===== src/rtl/tero_response_averager.sv =====
// TERO response averager: counts oscillation edges of the selected loop per
// enable window, accumulates across repetitions, stores a per-loop average
// and compares loop pairs into PUF response bits when the controller is done.
//
// state   | meaning
// IDLE    | waiting; ready to the controller
// EVAL    | evaluation windows of a loop in progress
// WRITE   | store average of the finished loop into the table
// COMPARE | pairwise compare of table entries into response bits
module tero_response_averager #(
  parameter int NUM_LOOPS        = 4,
  parameter int CNT_BITS         = 16,
  parameter int REPETITIONS_BITS = 16,
  parameter int SEL_BITS         = $clog2(NUM_LOOPS-1)+1
) (
  input  logic                   clk,
  input  logic                   reset,
  input  logic                   tero_in,
  input  logic                   reset_puf,
  input  logic                   enable_puf,
  input  logic                   store_response_puf,
  input  logic [SEL_BITS-1:0]    select_puf,
  input  logic                   done,
  output logic                   next_enable,
  output logic [CNT_BITS-1:0]    avg_value,
  output logic                   avg_valid,
  output logic [NUM_LOOPS/2-1:0] response,
  output logic                   response_valid
);

  localparam int ACC_BITS = CNT_BITS + REPETITIONS_BITS;
  localparam int IDX_BITS = (NUM_LOOPS > 1) ? $clog2(NUM_LOOPS) : 1;
  localparam int HALF     = NUM_LOOPS / 2;
  localparam logic [SEL_BITS:0] LP_NUM_LOOPS = (SEL_BITS+1)'(NUM_LOOPS);

  typedef enum logic [1:0] {S_IDLE, S_EVAL, S_WRITE, S_COMPARE} state_t;

  state_t                r_state;
  state_t                w_state_nxt;
  logic                  w_next_enable;

  logic                  r_sync1, r_sync2, r_sync3, r_edge_p;
  logic                  r_enable_d, r_done_d, r_done_pend;
  logic [SEL_BITS-1:0]   r_sel_q;
  logic [CNT_BITS-1:0]   r_win;
  logic [ACC_BITS-1:0]   r_acc;
  logic [CNT_BITS-1:0]   r_table [NUM_LOOPS];
  logic [CNT_BITS-1:0]   r_avg_value;
  logic                  r_avg_valid;
  logic [HALF-1:0]       r_response;
  logic                  r_response_valid;

  logic                  w_fold, w_done_rise, w_cmp_req, w_store_go, w_sel_ok;
  logic [ACC_BITS-1:0]   w_acc_fold;
  logic [CNT_BITS-1:0]   w_avg;

  assign w_fold      = r_enable_d & ~enable_puf;
  assign w_done_rise = done & ~r_done_d;
  assign w_cmp_req   = w_done_rise | r_done_pend;
  assign w_store_go  = store_response_puf & ((r_state == S_IDLE) | (r_state == S_EVAL));
  assign w_acc_fold  = r_acc + {{REPETITIONS_BITS{1'b0}}, r_win};
  // acc >> (REPETITIONS_BITS-1), truncated to CNT_BITS
  assign w_avg       = r_acc[REPETITIONS_BITS-1 +: CNT_BITS];
  assign w_sel_ok    = ({1'b0, r_sel_q} < LP_NUM_LOOPS);

  // Synchronize tero_in and detect its rising edge (fixed 3-cycle lag)
  always_ff @(posedge clk) begin
    if (reset) begin
      r_sync1  <= 1'b0;
      r_sync2  <= 1'b0;
      r_sync3  <= 1'b0;
      r_edge_p <= 1'b0;
    end else begin
      r_sync1  <= tero_in;
      r_sync2  <= r_sync1;
      r_sync3  <= r_sync2;
      r_edge_p <= r_sync2 & ~r_sync3;
    end
  end

  // Window counter and accumulator; reset_puf beats fold and increment
  always_ff @(posedge clk) begin
    if (reset || reset_puf) begin
      r_win <= '0;
      r_acc <= '0;
    end else begin
      if (w_fold)
        r_win <= '0;
      else if (enable_puf && r_edge_p && !(&r_win))
        r_win <= r_win + CNT_BITS'(1);
      if (r_state == S_WRITE)
        r_acc <= '0;
      else if (w_fold)
        r_acc <= w_acc_fold;
    end
  end

  // Input history, pending compare request and latched loop select
  always_ff @(posedge clk) begin
    if (reset) begin
      r_enable_d  <= 1'b0;
      r_done_d    <= 1'b0;
      r_done_pend <= 1'b0;
      r_sel_q     <= '0;
    end else begin
      r_enable_d <= enable_puf;
      r_done_d   <= done;
      if (w_state_nxt == S_COMPARE)
        r_done_pend <= 1'b0;
      else if (w_done_rise)
        r_done_pend <= 1'b1;
      if (w_store_go)
        r_sel_q <= select_puf;
    end
  end

  // FSM state register
  always_ff @(posedge clk) begin
    if (reset)
      r_state <= S_IDLE;
    else
      r_state <= w_state_nxt;
  end

  // FSM next state and ready handshake
  always_comb begin
    w_state_nxt   = r_state;
    w_next_enable = 1'b1;
    case (r_state)
      S_IDLE: begin
        if (store_response_puf) begin
          w_state_nxt   = S_WRITE;
          w_next_enable = 1'b0;
        end else if (w_cmp_req) begin
          w_state_nxt = S_COMPARE;
        end else if (enable_puf && !r_enable_d) begin
          w_state_nxt = S_EVAL;
        end
      end
      S_EVAL: begin
        if (store_response_puf) begin
          w_state_nxt   = S_WRITE;
          w_next_enable = 1'b0;
        end else if (reset_puf) begin
          w_state_nxt = S_IDLE;
        end
      end
      S_WRITE: begin
        w_next_enable = 1'b0;
        w_state_nxt   = w_cmp_req ? S_COMPARE : S_IDLE;
      end
      S_COMPARE: w_state_nxt = S_IDLE;
      default:   w_state_nxt = S_IDLE;
    endcase
  end

  // Average table, average output and pairwise response
  always_ff @(posedge clk) begin
    if (reset) begin
      for (int i = 0; i < NUM_LOOPS; i++) r_table[i] <= '0;
      r_avg_value      <= '0;
      r_avg_valid      <= 1'b0;
      r_response       <= '0;
      r_response_valid <= 1'b0;
    end else begin
      r_avg_valid <= (r_state == S_WRITE);
      if (r_state == S_WRITE) begin
        r_avg_value <= w_avg;
        if (w_sel_ok)
          r_table[r_sel_q[IDX_BITS-1:0]] <= w_avg;
      end
      if (r_state == S_COMPARE) begin
        for (int i = 0; i < HALF; i++)
          r_response[i] <= (r_table[2*i] > r_table[2*i+1]);
        r_response_valid <= 1'b1;
      end else if (reset_puf && (select_puf == '0)) begin
        r_response_valid <= 1'b0;
      end
    end
  end

  assign next_enable    = w_next_enable;
  assign avg_value      = r_avg_value;
  assign avg_valid      = r_avg_valid;
  assign response       = r_response;
  assign response_valid = r_response_valid;

endmodule


===== config.mk =====
export PLATFORM = sky130hd
export DESIGN_NAME = tero_response_averager
export DESIGN_NICKNAME = d
export VERILOG_FILES = /design/src/rtl/tero_response_averager.sv
export SDC_FILE = /design/constraint.sdc
export NUM_CORES = 1
export LEC_CHECK = 0
export CORE_MARGIN = 1
export CORE_UTILIZATION = 55
export CTS_CLUSTER_DIAMETER = 50
export CTS_CLUSTER_SIZE = 24
export DETAILED_ROUTE_END_ITERATION = 8
export PLACE_DENSITY = 0.87
export SKIP_LAST_GASP = 1
export SLEW_MARGIN = 20
export SYNTH_ARGS = -nofsm -noshare
export SYNTH_HDL_FRONTEND = slang
export SYNTH_SLANG_ARGS = --single-unit

===== constraint.sdc =====
create_clock -name clk -period 2.2 [get_ports clk]
set_input_delay 0.55 -clock clk [delete_from_list [all_inputs] [get_ports clk]]
set_output_delay 0.55 -clock clk [all_outputs]
set_load 0.005 [all_outputs]

==> impl_results.md <==
* Antenna violations before repair at 0
* #FFs+latches synth at 143
* Most common library cell in the layout ignoring fill and taps: buf_4
* Layout cells sized above 1 at 0.236
* Clock-pin slew on the worst setup and hold paths at 0.07 ns
* Distinct cell type count after synthesis at 70
* Synth Cell Area at between 0.007 and 0.008 mm^2
* Max_cap viols at 0
* Fin. max-slew vios at 0
* PwrDens at 680 mW/mm^2
* Fin. Hold Viols at 0
* Final min period at 2.36 ns
* DRC viols at 0
* Worst path cell trace: ha_4 -> fa_2 -> a21o_4 -> a31oi_4 -> buf_4 -> o21bai_1 -> o22ai_1 -> xor2_1 -> a211oi_2
* Status: complete, but fails checks
* Initial Utilization at 0.572
* DP Wirelength at 12,400 um
* Die area at between 0.01 and 0.015 mm^2
* GR Overflow Total at 0
* Placed standard-cell area at a little over 0.008 mm^2
* Cell row count at 41
* Cell Count, Final, Fillers Out at 1,036
* Least-Margin Pin Slew at 0.722 ns
* Seq/Total Area, Yosys at 0.480
* Total Wirelength at around 21,000 um
* Largest net degree at the start of global routing at 23
* # nets final at 911
* Util after Layout at 0.735
* Critical path arrival at 2.66 ns
* Cell count after synthesis at around 740
* Min setup slack post-route at -0.161 ns
* First-pass GRT wire length at 30,300 um
* Slowest cell on crit path: fa_2
* Crit. End Element: flip-flop
* Final hold slack at 0.410 ns
* Root Driver: clkbuf_16
* Design Power at 6.38 mW
* Routed Antenna Nets at 0
* Port bufs at 30
* Worst Hold Class: reg -> reg
* DRT iter0 DRCs at 705
* CTS tree: yes
* Worst-skew pair later-pin latency at around 0.43 ns
* Die Wd at between 100 and 150 um
* Max Freq at 424 MHz
* Placer congestion estimate at 0.908
* Synth warn at 0
* RSZ-0062 raised after global routing: yes
* Num CTS Buffers at 17
* Critical Path RT at 2.50 ns
* Vias at 6,374
* Vias in the first global route at 6,062
* Clk sinks at 143
* Ant. Diodes at 0
* TNS Setup at -1.03 ns
* Core ar. at 0.0128 mm^2
* Final setup viols at 15
* Detailed-route wire length per cell at 20.4 um
* CP max FO at 2
* Synthesized net count at 799
* Final instance area at 0.00939 mm^2
* Slowest stage delay, CP at 0.37 ns
* 1st-pass router iterations at 8
* Asr flop ratio synth at 0
* Failing checks: negative setup slack
* H-Tree Depth at 4
* Drt via density at 6.15
* Critical path class: reg -> reg
* Max clock buf depth at 2
* Dpl ws at -0.266 ns
* Max_slew headroom at 0.516
* Final period util at 1.07
* Post-synth EDFFs at 64
* Fin Clk Skew at 0.00920 ns
* Startpoint Class: flip-flop
* Leak Pwr at 3.72 nW
* Most frequent cells in the layout: buf_4, nand2_1, dfxtp_1
* GRT Total Usage at 0.297
* Die Y at 117 um
* Syn avg cell area at 9.88 um^2
* I/O pin cnt at 31
* Worst VDD drop at 625 uV
* Synthesis-to-layout area growth at 28.6%
* Main synth FF type: dfxtp_1
* Placed Instances at 990
-- cells by family (layout without fill, tap and decap cells) --
family / after synthesis / in the layout / synth area share
AND/OR/NAND/NOR: 302 / 302 / 0.222
flip-flops: 143 / 143 / 0.480
buffers and inverters: 73 / 197 / 0.0495
multiplexers: 5 / 5 / 0.00686
XOR/XNOR: 25 / 25 / 0.0300
adder cells (fa/ha/maj): 50 / 50 / 0.0867
AO/OA/AOI/OAI: 141 / 142 / 0.125
-- layout make-up --
cell class                      count  area (um^2)
Sequential cell                   143         3520
Inverter                           44          165
Tap cell                          172          215
Clock inverter                     14          204
Clock buffer                       18          429
Timing Repair Buffer              121         1060
Multi-Input combinational cell    524         3790
Fill cell                         751         3390
-- Yosys cell counts, types with 4 or more instances --
library cell | number | area share
and2_1 | 63 | 0.054
o211ai_1 | 4 | 0.0041
or4_1 | 6 | 0.0062
nor2b_1 | 14 | 0.012
edfxtp_1 | 64 | 0.26
nand2_1 | 80 | 0.041
and4_1 | 10 | 0.012
xor2_1 | 9 | 0.011
o31ai_1 | 8 | 0.0082
nand2b_1 | 7 | 0.0060
and3_1 | 7 | 0.0060
nor3_1 | 12 | 0.0082
a31oi_1 | 5 | 0.0043
nand4_1 | 11 | 0.0094
a21o_1 | 10 | 0.010
nand3_1 | 18 | 0.012
inv_1 | 44 | 0.023
dfxtp_1 | 79 | 0.22
or3_1 | 10 | 0.0086
clkbuf_1 | 18 | 0.0093
mux2i_1 | 5 | 0.0069
ha_1 | 49 | 0.084
o21ai_0 | 22 | 0.015
a21oi_1 | 59 | 0.040
nor2_1 | 42 | 0.022
xnor2_1 | 16 | 0.019
o21a_1 | 5 | 0.0051
-- worst max-delay path: cells and delay by family, from the launching register on --
family,cells,cell delay (ns)
fa+ha+maj,2,0.54
xor+xnor,1,0.25
buf+inv,1,0.16
flops,1,0.34
compound gates,5,0.94
-- where the power goes --
| part | total (mW) | switching [mW] | internal (mW) |
|---|---|---|---|
| Clock | 3.13 | 1.21 | 1.92 |
| Sequential | 2.87 | 0.0363 | 2.84 |
| Combinational | 0.375 | 0.221 | 0.155 |
| Total | 6.38 | 1.47 | 4.92 |
-- flip-flops by register name (all words and copies together), names as in the netlist, 2 cells and up --
register   cells
response       2
r_sel_q        3
avg_value     16
r_win         16
r_state        2
r_acc         31
r_table       64
-- per-layer routing --
layer | part of all wire | global-route usage | vias up
met3 | 0.086 | 0.0705 | 115
met4 | 0.050 | 0.156 | 0
met5 | 0 | 0 | -
met2 | 0.49 | 0.508 | 385
met1 | 0.37 | 0.346 | 3043
li1 | - | - | 2831
-- what timing repair did --
action                                  in CTS  in global routing
hold buffers                                 0                  0
resized for setup                           32                 53
setup buffers                                6                  9
endpoints found under the setup margin      19                 26
pin swaps                                   15                 48
cloned                                       1                  0
-- worst paths after layout --
check / startpoint / end / depth (start not counted) / slack [ns]
worst max-delay path: r_win[0] / r_acc[10] / 9 / -0.16
worst min-delay path: r_sync3 / r_edge_p / 1 / 0.41
worst max register to register: r_win[0] / r_acc[10] / 9 / -0.16
worst min register to register: r_sync3 / r_edge_p / 1 / 0.41
No activity file was read; power rests on OpenSTA's default activity.
